### config.mk
export PLATFORM = sky130hd
export DESIGN_NAME = snn_grid_sequencer
export DESIGN_NICKNAME = d
export VERILOG_FILES = /design/src/rtl/snn_grid_sequencer.sv
export SDC_FILE = /design/constraint.sdc
export NUM_CORES = 1
export LEC_CHECK = 0
export BUFFER_PORTS_ARGS = -buffer_cell sky130_fd_sc_hd__buf_2
export CELL_PAD_IN_SITES_DETAIL_PLACEMENT = 2
export CELL_PAD_IN_SITES_GLOBAL_PLACEMENT = 2
export CORE_AREA = 2 2 75 77
export DETAILED_ROUTE_END_ITERATION = 6
export DIE_AREA = 0 0 77 79
export MAX_ROUTING_LAYER = met4
export PLACE_DENSITY = 0.71
export SETUP_SLACK_MARGIN = 0.5
export SYNTH_ARGS = -nofsm -noshare
export SYNTH_HDL_FRONTEND = slang
export SYNTH_SLANG_ARGS = --single-unit
### constraint.sdc
create_clock -name clk -period 1.8 [get_ports clk]
set_input_delay 0 -clock clk [delete_from_list [all_inputs] [get_ports clk]]
set_output_delay 0 -clock clk [all_outputs]
set_load 0.01 [all_outputs]
### src/rtl/snn_grid_sequencer.sv
// snn_grid_sequencer
// Timestep sequencer for one SNN neuron grid. A tick starts one timestep:
// latch scheduler spikes, sweep every axon, optionally leak, update the
// potentials, then emit one spike slot per neuron into the local output
// buffers while they are not full.
// The sequencer also queues one early tick, counts overruns and keeps a
// clearable sticky error flag.
//
// Build option:
//   SNN_LEAK_EN - when defined, a one-cycle LEAK state sits between
//                 SPIKE_IN and UPDATE. When undefined, `leak` is tied
//                 low and encoding 8 decodes as IDLE.
//
// The FSM state is visible on grid_state for checkers and debug.

module snn_grid_sequencer #(
  parameter int NUM_AXONS   = 256,
  parameter int NUM_NEURONS = 256,
  parameter int QUEUE_TICK  = 1,
  localparam int AW = (NUM_AXONS   > 2) ? $clog2(NUM_AXONS)   : 1,
  localparam int NW = (NUM_NEURONS > 2) ? $clog2(NUM_NEURONS) : 1
) (
  input  logic          clk,
  input  logic          reset_n,
  input  logic          tick,
  input  logic          local_buffers_full,
  input  logic          err_clr,
  output logic [AW-1:0] axon_num,
  output logic [NW-1:0] neuron_num,
  output logic          scheduler_set,
  output logic          new_neuron,
  output logic          process_spike,
  output logic          leak,
  output logic          update_potential,
  output logic          shot,
  output logic          scheduler_clr,
  output logic          done,
  output logic          error,
  output logic [7:0]    overrun_cnt,
  output logic          tick_pending,
  output logic [3:0]    grid_state
);

  typedef enum logic [3:0] {
    S_IDLE     = 4'd0,
    S_GET_DATA = 4'd1,
    S_INITIAL  = 4'd2,
    S_SPIKE_IN = 4'd3,
    S_UPDATE   = 4'd4,
    S_PRE_SHOT = 4'd5,
    S_SHOT     = 4'd6,
    S_LAST     = 4'd7,
    S_LEAK     = 4'd8
  } state_t;

  state_t state;
  state_t state_next;

  logic axon_last;
  logic neuron_last;
  logic shot_accept;
  logic busy;
  logic tick_overrun;
  logic tick_queue;
  logic overrun_err;

  // Output-buffer handshake: in SHOT the sequencer offers one neuron per
  // cycle (shot=1 acts as valid). The buffers take it in any cycle where
  // local_buffers_full is low (ready). While full is high, the offer stays
  // unchanged: same neuron_num, same state.
  assign shot_accept = (state == S_SHOT) && !local_buffers_full;

  assign axon_last   = (axon_num   == AW'(NUM_AXONS - 1));
  assign neuron_last = (neuron_num == NW'(NUM_NEURONS - 1));

  // A tick is an overrun when the grid is busy (LAST included) or when a
  // queued tick is already waiting in IDLE. The first busy tick is queued
  // if queueing is enabled and the single queue slot is free.
  assign busy         = (state != S_IDLE);
  assign tick_overrun = tick && (busy || tick_pending);
  assign tick_queue   = tick_overrun && (QUEUE_TICK != 0) && busy && !tick_pending;
  assign overrun_err  = tick_overrun && !tick_queue;

  assign grid_state = state;

  // State register
  always_ff @(posedge clk) begin
    if (!reset_n) state <= S_IDLE;
    else          state <= state_next;
  end

  // Next-state and Moore strobe decode
  always_comb begin
    state_next       = S_IDLE;
    scheduler_set    = 1'b0;
    new_neuron       = 1'b0;
    process_spike    = 1'b0;
    leak             = 1'b0;
    update_potential = 1'b0;
    shot             = 1'b0;
    scheduler_clr    = 1'b0;
    done             = 1'b0;
    case (state)
      S_IDLE: begin
        if (tick || tick_pending) state_next = S_GET_DATA;
        else                      state_next = S_IDLE;
      end
      S_GET_DATA: begin
        scheduler_set = 1'b1;
        new_neuron    = 1'b1;
        state_next    = S_INITIAL;
      end
      S_INITIAL: begin
        state_next = S_SPIKE_IN;
      end
      S_SPIKE_IN: begin
        process_spike = 1'b1;
        if (axon_last) begin
`ifdef SNN_LEAK_EN
          state_next = S_LEAK;
`else
          state_next = S_UPDATE;
`endif
        end else begin
          state_next = S_SPIKE_IN;
        end
      end
`ifdef SNN_LEAK_EN
      S_LEAK: begin
        leak       = 1'b1;
        state_next = S_UPDATE;
      end
`endif
      S_UPDATE: begin
        update_potential = 1'b1;
        state_next       = S_PRE_SHOT;
      end
      S_PRE_SHOT: begin
        state_next = S_SHOT;
      end
      S_SHOT: begin
        shot = 1'b1;
        if (shot_accept && neuron_last) state_next = S_LAST;
        else                            state_next = S_SHOT;
      end
      S_LAST: begin
        scheduler_clr = 1'b1;
        done          = 1'b1;
        state_next    = S_IDLE;
      end
      default: begin
        state_next = S_IDLE;
      end
    endcase
  end

  // Axon index: cleared when a timestep starts, stepped through the sweep,
  // and held on the final axon.
  always_ff @(posedge clk) begin
    if (!reset_n) begin
      axon_num <= '0;
    end else if (state == S_GET_DATA) begin
      axon_num <= '0;
    end else if ((state == S_SPIKE_IN) && !axon_last) begin
      axon_num <= axon_num + AW'(1);
    end
  end

  // Neuron index: cleared before integration and again before the shot
  // sweep, then advanced only on an accepted shot.
  always_ff @(posedge clk) begin
    if (!reset_n) begin
      neuron_num <= '0;
    end else if ((state == S_INITIAL) || (state == S_PRE_SHOT)) begin
      neuron_num <= '0;
    end else if (shot_accept && !neuron_last) begin
      neuron_num <= neuron_num + NW'(1);
    end
  end

  // Single-entry tick queue. It fills on the first busy tick and drains
  // when the queued timestep enters GET_DATA.
  always_ff @(posedge clk) begin
    if (!reset_n) begin
      tick_pending <= 1'b0;
    end else if (tick_queue) begin
      tick_pending <= 1'b1;
    end else if (state == S_GET_DATA) begin
      tick_pending <= 1'b0;
    end
  end

  // Sticky error and saturating overrun count. An overrun in the same
  // cycle as err_clr wins, so the event that caused it is not lost.
  always_ff @(posedge clk) begin
    if (!reset_n) begin
      error       <= 1'b0;
      overrun_cnt <= 8'd0;
    end else if (overrun_err) begin
      error <= 1'b1;
      if (err_clr) begin
        overrun_cnt <= 8'd1;
      end else if (overrun_cnt != 8'hFF) begin
        overrun_cnt <= overrun_cnt + 8'd1;
      end
    end else if (err_clr) begin
      error       <= 1'b0;
      overrun_cnt <= 8'd0;
    end
  end

endmodule

==> impl_metrics.toml, run 1 <==
[outcome]
outcome = "completed"

[grt]
use_met1_pct = 19.5
grt_util_met3_pct = 3.30
grt_pass1_wl_um = 8810
grt_overflow = 0
grt_use_met2_pct = 36.8
top_usage_layer = "met2"
grt_pass1_vias = 1739
antenna_found_initial = 0
grt_use_total_pct = 19.1
grt_max_degree = 10

[die]
initial_core_util_pct = 27.5
core-area_um2 = 5340
die_h_um = 79
row_count = 27
dieWidth_um = 77
io_pins = 43
die-area_um2 = 6080

[clock_tree]
cts_root_buf = "clkbuf_8"
clk-insertion-delay-late_ns = 0.29
htree_num_levels = 2
cts_sinks = 29
cts_buffer_depth = 2
clk_pin_slew_worst_paths_ns = 0.06
cts_buffers = 5
cts_tree = "yes"

[place]
place_hpwl_um = 3540
routabilityCongestion = 0.776
port_buffers = 40
dpl_worst_slack_ns = 0.172

[yosys]
synth_edf_count = 0
syn_area_um2 = 1470
synth_common_cells = "dfxtp_1 (29), nor2_1 (18), a21oi_1 (13)"
syn-instance-count = 172
yosysWarnings = 0
ys_ff_latch = 29
yosysMostFrequentCell = "dfxtp_1"
synth_top_area_share_pct = 39.5
avgSynthCellArea_um2 = 8.54
synth.area.top_cells = "dfxtp_1 (40%), nor2_1 (4.6%), a21oi_1 (4.4%)"
synth_ff_type = "dfxtp_1"
synth_area_leader_cell = "dfxtp_1"
synthArstFlopShare_pct = 0
synth-seq-area-share_pct = 39.5
ys_types = 39

[cells_and_area]
nNetsFinal = 262
area_growth_pct = 72.0
ff_latch_area_um2 = 637
fill_cells = 594
insertedDiodeCount = 0
drive_above_1_share_pct = 61.2
fin_util_pct = 47.3
multi_input_area_um2 = 1110

[worst_setup_path]
cp.arrival_ns = 1.78
cp_max_fo = 7
critical_path_class = "flip-flop to flip-flop"
critPathLaunchType = "flip-flop"
path_cells = "and3b_1 -> or3_4 -> or4_1 -> o21ai_1"
critPathTopFamily = "simple AND/OR/NAND/NOR gates"
startpoint = "grid_state[1]"
rr_endpoint = "neuron_num[4]"
cp_num_cells = 4
cp_num_buf_inv = 0
slowest_delay_ns = 0.48
r2r_slack_ns = 0.23
cp.required_ns = 2.01
critPathCaptureType = "flip-flop"
endpoint = "neuron_num[4]"
slowest_stage = "or4_1"
r2r_start = "grid_state[1]"
r2r_cells = 4

[timing]
fmax_ghz = 0.638
timing.final.ws_setup_ns = 0.234
final_max_slew_viol_count = 0
fin_crit_ns = 1.57
finalSetupTns_ns = 0
setup_violations = 0
clock_skew_ns = 0.00299
hold_violations = 0
whs_ns = 0.0462
max-slew-margin-rel_pct = 61.2
fin_crit_sh_pct = 87.0
rsz0062_at_grt = "yes"
worst_pin_slew_ns = 0.576

[route]
wl_per_cell_um = 19.8
vias = 1675
vias_per_cell = 5.12
routed_wl_um = 6470
ant_nets = 0
dr.pass1.iters = 3
drt_iter0_drc = 29
drc = 0

[run]
cap_violations = 0

[power_and_ir_drop]
vdd_drop_max_mv = 0.415
p_leak_nw = 1.04
p_per_area_nw_per_um2 = 612

[min_path]
hp-class = "input port to flip-flop"
-- power by group --
part           leakage (nW)  internal (mW)  switching [mW]
clock network        0.0542          0.345           0.264
logic                 0.737          0.138           0.137
registers             0.249          0.644          0.0179
total                  1.04           1.13           0.419
-- cells by family after synthesis --
| logic type | count (synthesis) | synth area share (%) |
|---|---|---|
| AO/OA/AOI/OAI | 41 | 17.6 |
| XOR/XNOR | 10 | 5.96 |
| adder cells (fa/ha/maj) | 3 | 2.56 |
| buffers and inverters | 12 | 4.34 |
| flip-flops | 29 | 39.5 |
| multiplexers | 3 | 2.04 |
| other | 1 | 0.255 |
| AND/OR/NAND/NOR | 73 | 27.7 |
-- worst min-delay path by stage --
stage | from | endpoint | slack, ns | cells after the start
final | err_clr | error | 0.05 | 3
after global routing | err_clr | error | 0.05 | 3
after CTS | reset_n | grid_state[1] | 0.02 | 3
after detailed placement | reset_n | grid_state[1] | 0.29 | 3
after global placement | reset_n | grid_state[1] | 0.29 | 3
after floorplan | reset_n | grid_state[1] | 0.13 | 2
-- per-stage QoR --
stage                     area [µm²]  cells  total power [mW]
after global placement          1860    278             0.819
after CTS                       2180    306              1.47
after detailed placement        1860    278             0.827
after floorplan                 1620    173             0.784
final                           2530    327              1.55
after global routing            2530    327              1.60
-- layout by cell type, fill, tap and decap left out, types with 3 or more instances in the layout --
cell and n:
dfxtp_2 12, ha_4 3, nand4_1 6, dfxtp_1 6, nand2_1 8, a21oi_1 8
xor2_1 5, clkbuf_8 7, buf_2 39, buf_4 33, o21ai_0 6, nand3_1 5
nor2_1 14, buf_6 11, xnor2_1 4, and3_1 3, or3_1 3, o21ai_4 3
dfxtp_4 11, a21oi_2 5, o211ai_1 3
-- flip-flops by register name, indices dropped and copies added, names as in the netlist --
signal,cells
grid_state,3
neuron_num,8
overrun_cnt,8
error,1
axon_num,8
tick_pending,1
-- area by class of cell --
cell class                      instances  share of cell area, %
Sequential cell                        29                   25.2
Inverter                                3                  0.644
Multi-Input combinational cell        132                   44.1
Clock inverter                          1                  0.198
Tap cell                               72                   3.57
Timing Repair Buffer                   83                   22.4
Clock buffer                            7                   3.81
-- timing repair --
item | 4_1_cts | 5_1_grt
cloned | 0 | 0
pin swaps | 13 | 30
setup buffers | 20 | 21
hold buffers | 0 | 0
setup endpoints to repair | 25 | 34
resized for setup | 19 | 52
-- metal layers --
layer  part of all wire [%]  vias up
met5                      0        -
met2                     54       36
met1                     39      828
met3                    3.2       17
li1                       -      794
met4                    3.5        0
-- worst reg2reg max path: stages, from the launching register on --
cell,delay (ns)
dfxtp_4,0.39
and3b_1,0.20
or3_4,0.33
or4_1,0.48
o21ai_1,0.10
No activity file was read; power rests on OpenSTA's default activity.
==> inputs of run 2 (changes only) <==
--- a/config.mk
+++ b/config.mk
@@ -5,14 +5,15 @@
 export SDC_FILE = /design/constraint.sdc
 export NUM_CORES = 1
 export LEC_CHECK = 0
+export ABC_AREA = 1
 export BUFFER_PORTS_ARGS = -buffer_cell sky130_fd_sc_hd__buf_2
 export CELL_PAD_IN_SITES_DETAIL_PLACEMENT = 2
 export CELL_PAD_IN_SITES_GLOBAL_PLACEMENT = 2
-export CORE_AREA = 2 2 75 77
+export CORE_AREA = 2 2 79 81
 export DETAILED_ROUTE_END_ITERATION = 6
-export DIE_AREA = 0 0 77 79
+export DIE_AREA = 0 0 81 83
 export MAX_ROUTING_LAYER = met4
-export PLACE_DENSITY = 0.71
+export PLACE_DENSITY = 0.73
 export SETUP_SLACK_MARGIN = 0.5
 export SYNTH_ARGS = -nofsm -noshare
 export SYNTH_HDL_FRONTEND = slang
==> run 2 against run 1 <==
Compared with the run above: register-to-register slack better by 0.25 ns; fmax increased by 19%; global-route usage down 1.6 points; first-iteration DRC count rose by 76%; critical path type unchanged; highest routed layer unchanged; synthesized cell count up 35%; wire length is 12% lower; clock-buffer cell count is the same; setup slack improved by 0.25 ns; via count is 5.1% higher; cell count rose by 12%; non-clock buffer count fell by 28; sequential share of layout area increased by 2.5 points.
==> impl_metrics.toml, run 2 <==
[cells_and_area]
final_cell_mix = "nand2_1 (60), buf_2 (40), inv_1 (22), nor2_1 (21), a21oi_1 (17)"
fill_cells = 729
drive_above_1_share_pct = 41.1
final_common_cell = "nand2_1"
area_growth_pct = 45.7
nNetsFinal = 300
design_area_um2 = 2260
insertedDiodeCount = 0
largestRegisters = "axon_num (8), neuron_num (8), overrun_cnt (8)"

[grt]
grt_util_met3_pct = 4.24
grt_overflow = 0
grt_pass1_wl_um = 9060
use_met1_pct = 21.7
grt_use_met2_pct = 28.2
top_usage_layer = "met2"
grt_pass1_vias = 1833
antenna_found_initial = 0
grt_max_degree = 11
grt_use_total_pct = 17.5

[route]
routed_wl_um = 5700
drc = 0
dr.pass1.iters = 4
wl_per_cell_um = 15.5
vias_per_cell = 4.80
drt_iter0_drc = 51
ant_nets = 0
vias = 1760

[timing]
clock_skew_ns = 0.00558
fin_crit_sh_pct = 72.9
setup_violations = 0
fmax_ghz = 0.762
rsz0062_at_grt = "yes"
final_max_slew_viol_count = 0
finalSetupTns_ns = 0
hold_violations = 0
fin_crit_ns = 1.31

[clock_tree]
cts_root_buf = "clkbuf_8"
cts_buffer_depth = 2
cts_buffers = 5
clk-insertion-delay-late_ns = 0.28
cts_sinks = 29
clk_pin_slew_worst_paths_ns = 0.06
cts_tree = "yes"
htree_num_levels = 2

[worst_setup_path]
cp_max_fo = 5
crit_top_cell = "nand2_4"
rr_endpoint = "axon_num[0]"
cp_num_buf_inv = 1
r2r_slack_ns = 0.49
critPathLaunchType = "flip-flop"
path_cells = "ha_4 -> nand2_4 -> nor2_4 -> nand2_2 -> nand2_4 -> buf_12 -> or2_1 -> a21oi_2"
slowest_stage = "dfxtp_4"
cp.arrival_ns = 1.52
r2r_cells = 8
critPathCaptureType = "flip-flop"
critical_path_class = "flip-flop to flip-flop"
cp_num_cells = 8
startpoint = "axon_num[1]"
r2r_start = "axon_num[1]"
slowest_delay_ns = 0.36
cp.required_ns = 2.01
critPathTopFamily = "simple AND/OR/NAND/NOR gates"
endpoint = "axon_num[0]"

[die]
die_h_um = 83
dieWidth_um = 81
initial_core_util_pct = 26.7
die-area_um2 = 6720
core-area_um2 = 5820
row_count = 28
io_pins = 43

[power_and_ir_drop]
total_power_mw = 1.57
vdd_drop_max_mv = 0.257
p_per_area_nw_per_um2 = 692
p_leak_nw = 1.03

[yosys]
yosysWarnings = 0
ys_ff_latch = 29
synth.area.top_cells = "dfxtp_1 (37%), nand2_1 (16%), a21oi_1 (7.1%)"
synth_top_area_share_pct = 37.4
synthArstFlopShare_pct = 0
synth_common_cells = "nand2_1 (68), dfxtp_1 (29), nor2_1 (28)"
synth_area_leader_cell = "dfxtp_1"
synth_ff_type = "dfxtp_1"
avgSynthCellArea_um2 = 6.67
syn-instance-count = 233
ys_types = 28
yosysMostFrequentCell = "nand2_1"
synth-seq-area-share_pct = 37.4
syn_area_um2 = 1550
synth_edf_count = 0

[place]
routabilityCongestion = 0.765
place_hpwl_um = 3740
place_area_um2 = 1850
port_buffers = 40

[outcome]
outcome = "completed"

[run]
cap_violations = 0

[min_path]
hp-class = "input port to flip-flop"
run 2: what timing repair did:
action,CTS,global route
gates resized for setup,24,45
gates cloned,0,0
endpoints found under the hold margin,1,0
pin swaps,8,12
buffers inserted,10,4
hold buffers,1,0
endpoints found under the setup margin,25,27
run 2: power breakdown:
group          switching [mW]  total [mW]  internal, mW  leakage [nW]
clock                   0.251       0.554         0.303        0.0443
sequential             0.0370       0.703         0.666         0.247
combinational           0.206       0.311         0.105         0.741
run 2: per-layer routing:
metal / vias to the layer above / wire length (µm)
met5: - / 0
met4: 0 / 89
met3: 10 / 209
met2: 32 / 2970
met1: 853 / 2430
li1: 865 / -
run 2: layout make-up:
| class | instances | area [µm²] | share of cell area (%) |
|---|---|---|---|
| Sequential cell | 29 | 627 | 27.7 |
| Tap cell | 75 | 93.8 | 4.14 |
| Multi-Input combinational cell | 171 | 993 | 43.9 |
| Inverter | 30 | 120 | 5.30 |
| Clock buffer | 7 | 86.3 | 3.81 |
| Timing Repair Buffer | 55 | 344 | 15.2 |
run 2: worst min path at each step:
| stage | cells after the start | end | from | slack [ns] |
|---|---|---|---|---|
| 2_1_floorplan | 2 | grid_state[0] | reset_n | 0.1 |
| 3_3_place_gp | 3 | grid_state[0] | reset_n | 0.26 |
| 3_5_place_dp | 3 | grid_state[0] | reset_n | 0.26 |
| 4_1_cts | 3 | overrun_cnt[6] | reset_n | 0.0009 |
| 5_1_grt | 3 | overrun_cnt[6] | reset_n | 0.01 |
| 6_report | 3 | overrun_cnt[6] | reset_n | 0.01 |
run 2: logic make-up (layout without fill, tap and decap cells):
family | Yosys count | in the layout | synth area share (%)
XOR/XNOR | 5 | 5 | 2.82
AO/OA/AOI/OAI | 34 | 34 | 11.8
other | 1 | 2 | 0.241
adder cells (fa/ha/maj) | 3 | 3 | 2.42
flip-flops | 29 | 29 | 37.4
AND/OR/NAND/NOR | 127 | 127 | 36.1
buffers and inverters | 34 | 92 | 9.34
run 2: stage by stage:
step | setup WS (ns) | util [%] | hold WS [ns] | cells
final | 0.488 | 38.9 | 0.0142 | 367
after CTS | 0.457 | 36.4 | 0.000851 | 363
after global placement | 0.330 | 31.8 | 0.256 | 345
after floorplan | 0.500 | - | 0.0976 | 234
after global routing | 0.406 | 38.9 | 0.0121 | 367
after detailed placement | 0.280 | 31.8 | 0.261 | 345
run 2: worst reg2reg max path: stages (launching register included):
cell and delay, ns:
dfxtp_4 0.36, ha_4 0.17, nand2_4 0.07, nor2_4 0.04, nand2_2 0.08, nand2_4 0.07
buf_12 0.14, or2_1 0.21, a21oi_2 0.11
==> inputs of run 3 (changes only) <==
--- a/config.mk
+++ b/config.mk
@@ -9,11 +9,11 @@
 export BUFFER_PORTS_ARGS = -buffer_cell sky130_fd_sc_hd__buf_2
 export CELL_PAD_IN_SITES_DETAIL_PLACEMENT = 2
 export CELL_PAD_IN_SITES_GLOBAL_PLACEMENT = 2
-export CORE_AREA = 2 2 79 81
+export CORE_AREA = 2 2 84 86
 export DETAILED_ROUTE_END_ITERATION = 6
-export DIE_AREA = 0 0 81 83
+export DIE_AREA = 0 0 86 88
 export MAX_ROUTING_LAYER = met4
-export PLACE_DENSITY = 0.73
+export PLACE_DENSITY = 0.68
 export SETUP_SLACK_MARGIN = 0.5
 export SYNTH_ARGS = -nofsm -noshare
 export SYNTH_HDL_FRONTEND = slang
==> constraint.sdc (replaced) <==
create_clock -name clk -period 1.2 [get_ports clk]
set_input_delay 0 -clock clk [delete_from_list [all_inputs] [get_ports clk]]
set_output_delay 0 -clock clk [all_outputs]
set_load 0.01 [all_outputs]
==> run 3 against run 2 <==
Compared with the run above: the flow now finishes with violations (negative setup slack); via count is 16% higher; cell count is 17% higher; sequential share of layout area is 8.5 points lower; die area is 13% higher; setup slack worse by 0.64 ns; fmax is 3.3% lower; largest cell class unchanged.
==> impl_metrics.toml, run 3 (synthesis gave the netlist of run 2 again) <==
[worst_setup_path]
cp_num_cells = 9
path_cells = "inv_4 -> nand2_4 -> nor3_4 -> buf_4 -> buf_4 -> nand3_2 -> nand3_2 -> nand2_2 -> inv_2"
critPathCaptureType = "flip-flop"
cp.required_ns = 1.44
slowest_delay_ns = 0.37
slowest_stage = "dfxtp_4"
r2r_cells = 9
critPathLaunchType = "flip-flop"
cp_max_fo = 3
cp_num_buf_inv = 4
cp.arrival_ns = 1.60
critPathTopFamily = "simple AND/OR/NAND/NOR gates"
critical_path_class = "flip-flop to flip-flop"

[clock_tree]
cts_buffer_depth = 2
clk-insertion-delay-late_ns = 0.29
htree_num_levels = 2
cts_root_buf = "clkbuf_8"
cts_buffers = 5
cts_sinks = 29
cts_tree = "yes"
clk_pin_slew_worst_paths_ns = 0.07

[timing]
fmax_ghz = 0.737
fin_crit_sh_pct = 113
final_max_slew_viol_count = 0
setup_violations = 33
rsz0062_at_grt = "yes"
clock_skew_ns = 0.00720
fin_crit_ns = 1.36
timing.final.ws_setup_ns = -0.157
hold_violations = 0

[power_and_ir_drop]
p_leak_nw = 1.52
vdd_drop_max_mv = 0.362
p_per_area_nw_per_um2 = 902

[grt]
grt_overflow = 0
grt_use_total_pct = 21.6
grt_pass1_vias = 2256
grt_max_degree = 10
grt_pass1_wl_um = 12000
antenna_found_initial = 0

[outcome]
outcome = "finished with violations"
violations = "negative setup slack"

[route]
vias = 2041
dr.pass1.iters = 4
routed_wl_um = 8610
drt_iter0_drc = 61
ant_nets = 0
vias_per_cell = 4.77
wl_per_cell_um = 20.1
drc = 0

[cells_and_area]
largestRegisters = "axon_num (8), neuron_num (8), overrun_cnt (8)"
final_common_cell = "buf_6"
drive_above_1_share_pct = 71.3
fin_cells = 428
nNetsFinal = 355
area_growth_pct = 117
insertedDiodeCount = 0
final_cell_mix = "buf_6 (70), nand2_1 (34), buf_4 (31), nand2_2 (22), inv_1 (16)"

[die]
die_h_um = 88
die-area_um2 = 7570
row_count = 30
core-area_um2 = 6640
io_pins = 43
initial_core_util_pct = 23.4
dieWidth_um = 86

[place]
dpl_worst_slack_ns = -0.111
routabilityCongestion = 0.727
dpl.cell_count = 388
place_hpwl_um = 4490
port_buffers = 40

[run]
cap_violations = 0

[min_path]
hp-class = "input port to flip-flop"
min_path_cells = 3
run 3: area by class of cell:
type / count / area (µm²)
Multi-Input combinational cell: 171 / 1310
Clock buffer: 8 / 80.1
Fill cell: 710 / 3270
Tap cell: 80 / 100
Timing Repair inverter: 1 / 6.26
Sequential cell: 29 / 647
Inverter: 30 / 153
Timing Repair Buffer: 109 / 1080
run 3: worst paths after layout:
check / endpoint / from / slack, ns
setup / recovery: grid_state[0] / grid_state[0] / -0.16
hold / removal: tick_pending / tick / 0.09
setup reg to reg: grid_state[0] / grid_state[0] / -0.16
hold reg to reg: overrun_cnt[7] / overrun_cnt[7] / 0.48
run 3: repair_timing:
item | 4_1_cts | 5_1_grt
cloned | 1 | 0
setup buffers | 19 | 12
pin swaps | 39 | 44
gates resized for setup | 118 | 75
hold buffers | 0 | 0
setup endpoints to repair | 65 | 65
run 3: where the power goes:
| group | internal, mW | leakage [nW] | switching [mW] | total, mW |
|---|---|---|---|---|
| Clock | 0.412 | 0.0395 | 0.405 | 0.817 |
| Combinational | 0.556 | 1.23 | 0.618 | 1.17 |
| Sequential | 0.995 | 0.251 | 0.0542 | 1.05 |
| Total | 1.96 | 1.52 | 1.08 | 3.04 |
run 3: tightest hold or removal path: stages:
cell	delay, ns
buf_2	0.13
o211ai_1	0.12
o22ai_1	0.09
run 3: per-stage QoR:
step	hold slack (ns)	instance area (µm²)	TNS [ns]	power (mW)	util, %
2_1_floorplan	0.0970	1770	-0.0140	1.42	-
3_3_place_gp	0.327	2330	-0.0747	1.71	35.0
3_5_place_dp	0.336	2330	-0.583	1.73	35.0
4_1_cts	0.0376	3010	-0.586	2.82	45.4
5_1_grt	0.109	3370	-4.38	3.18	50.7
6_report	0.0879	3370	-2.50	3.04	50.7
run 3: routing by layer:
metal | part of all wire [%] | track usage, % | vias to the layer above
li1 | - | - | 978
met1 | 42 | 24.9 | 1012
met2 | 54 | 37.8 | 41
met3 | 2.8 | 4.24 | 10
met4 | 1.1 | 6.49 | 0
met5 | 0 | - | -
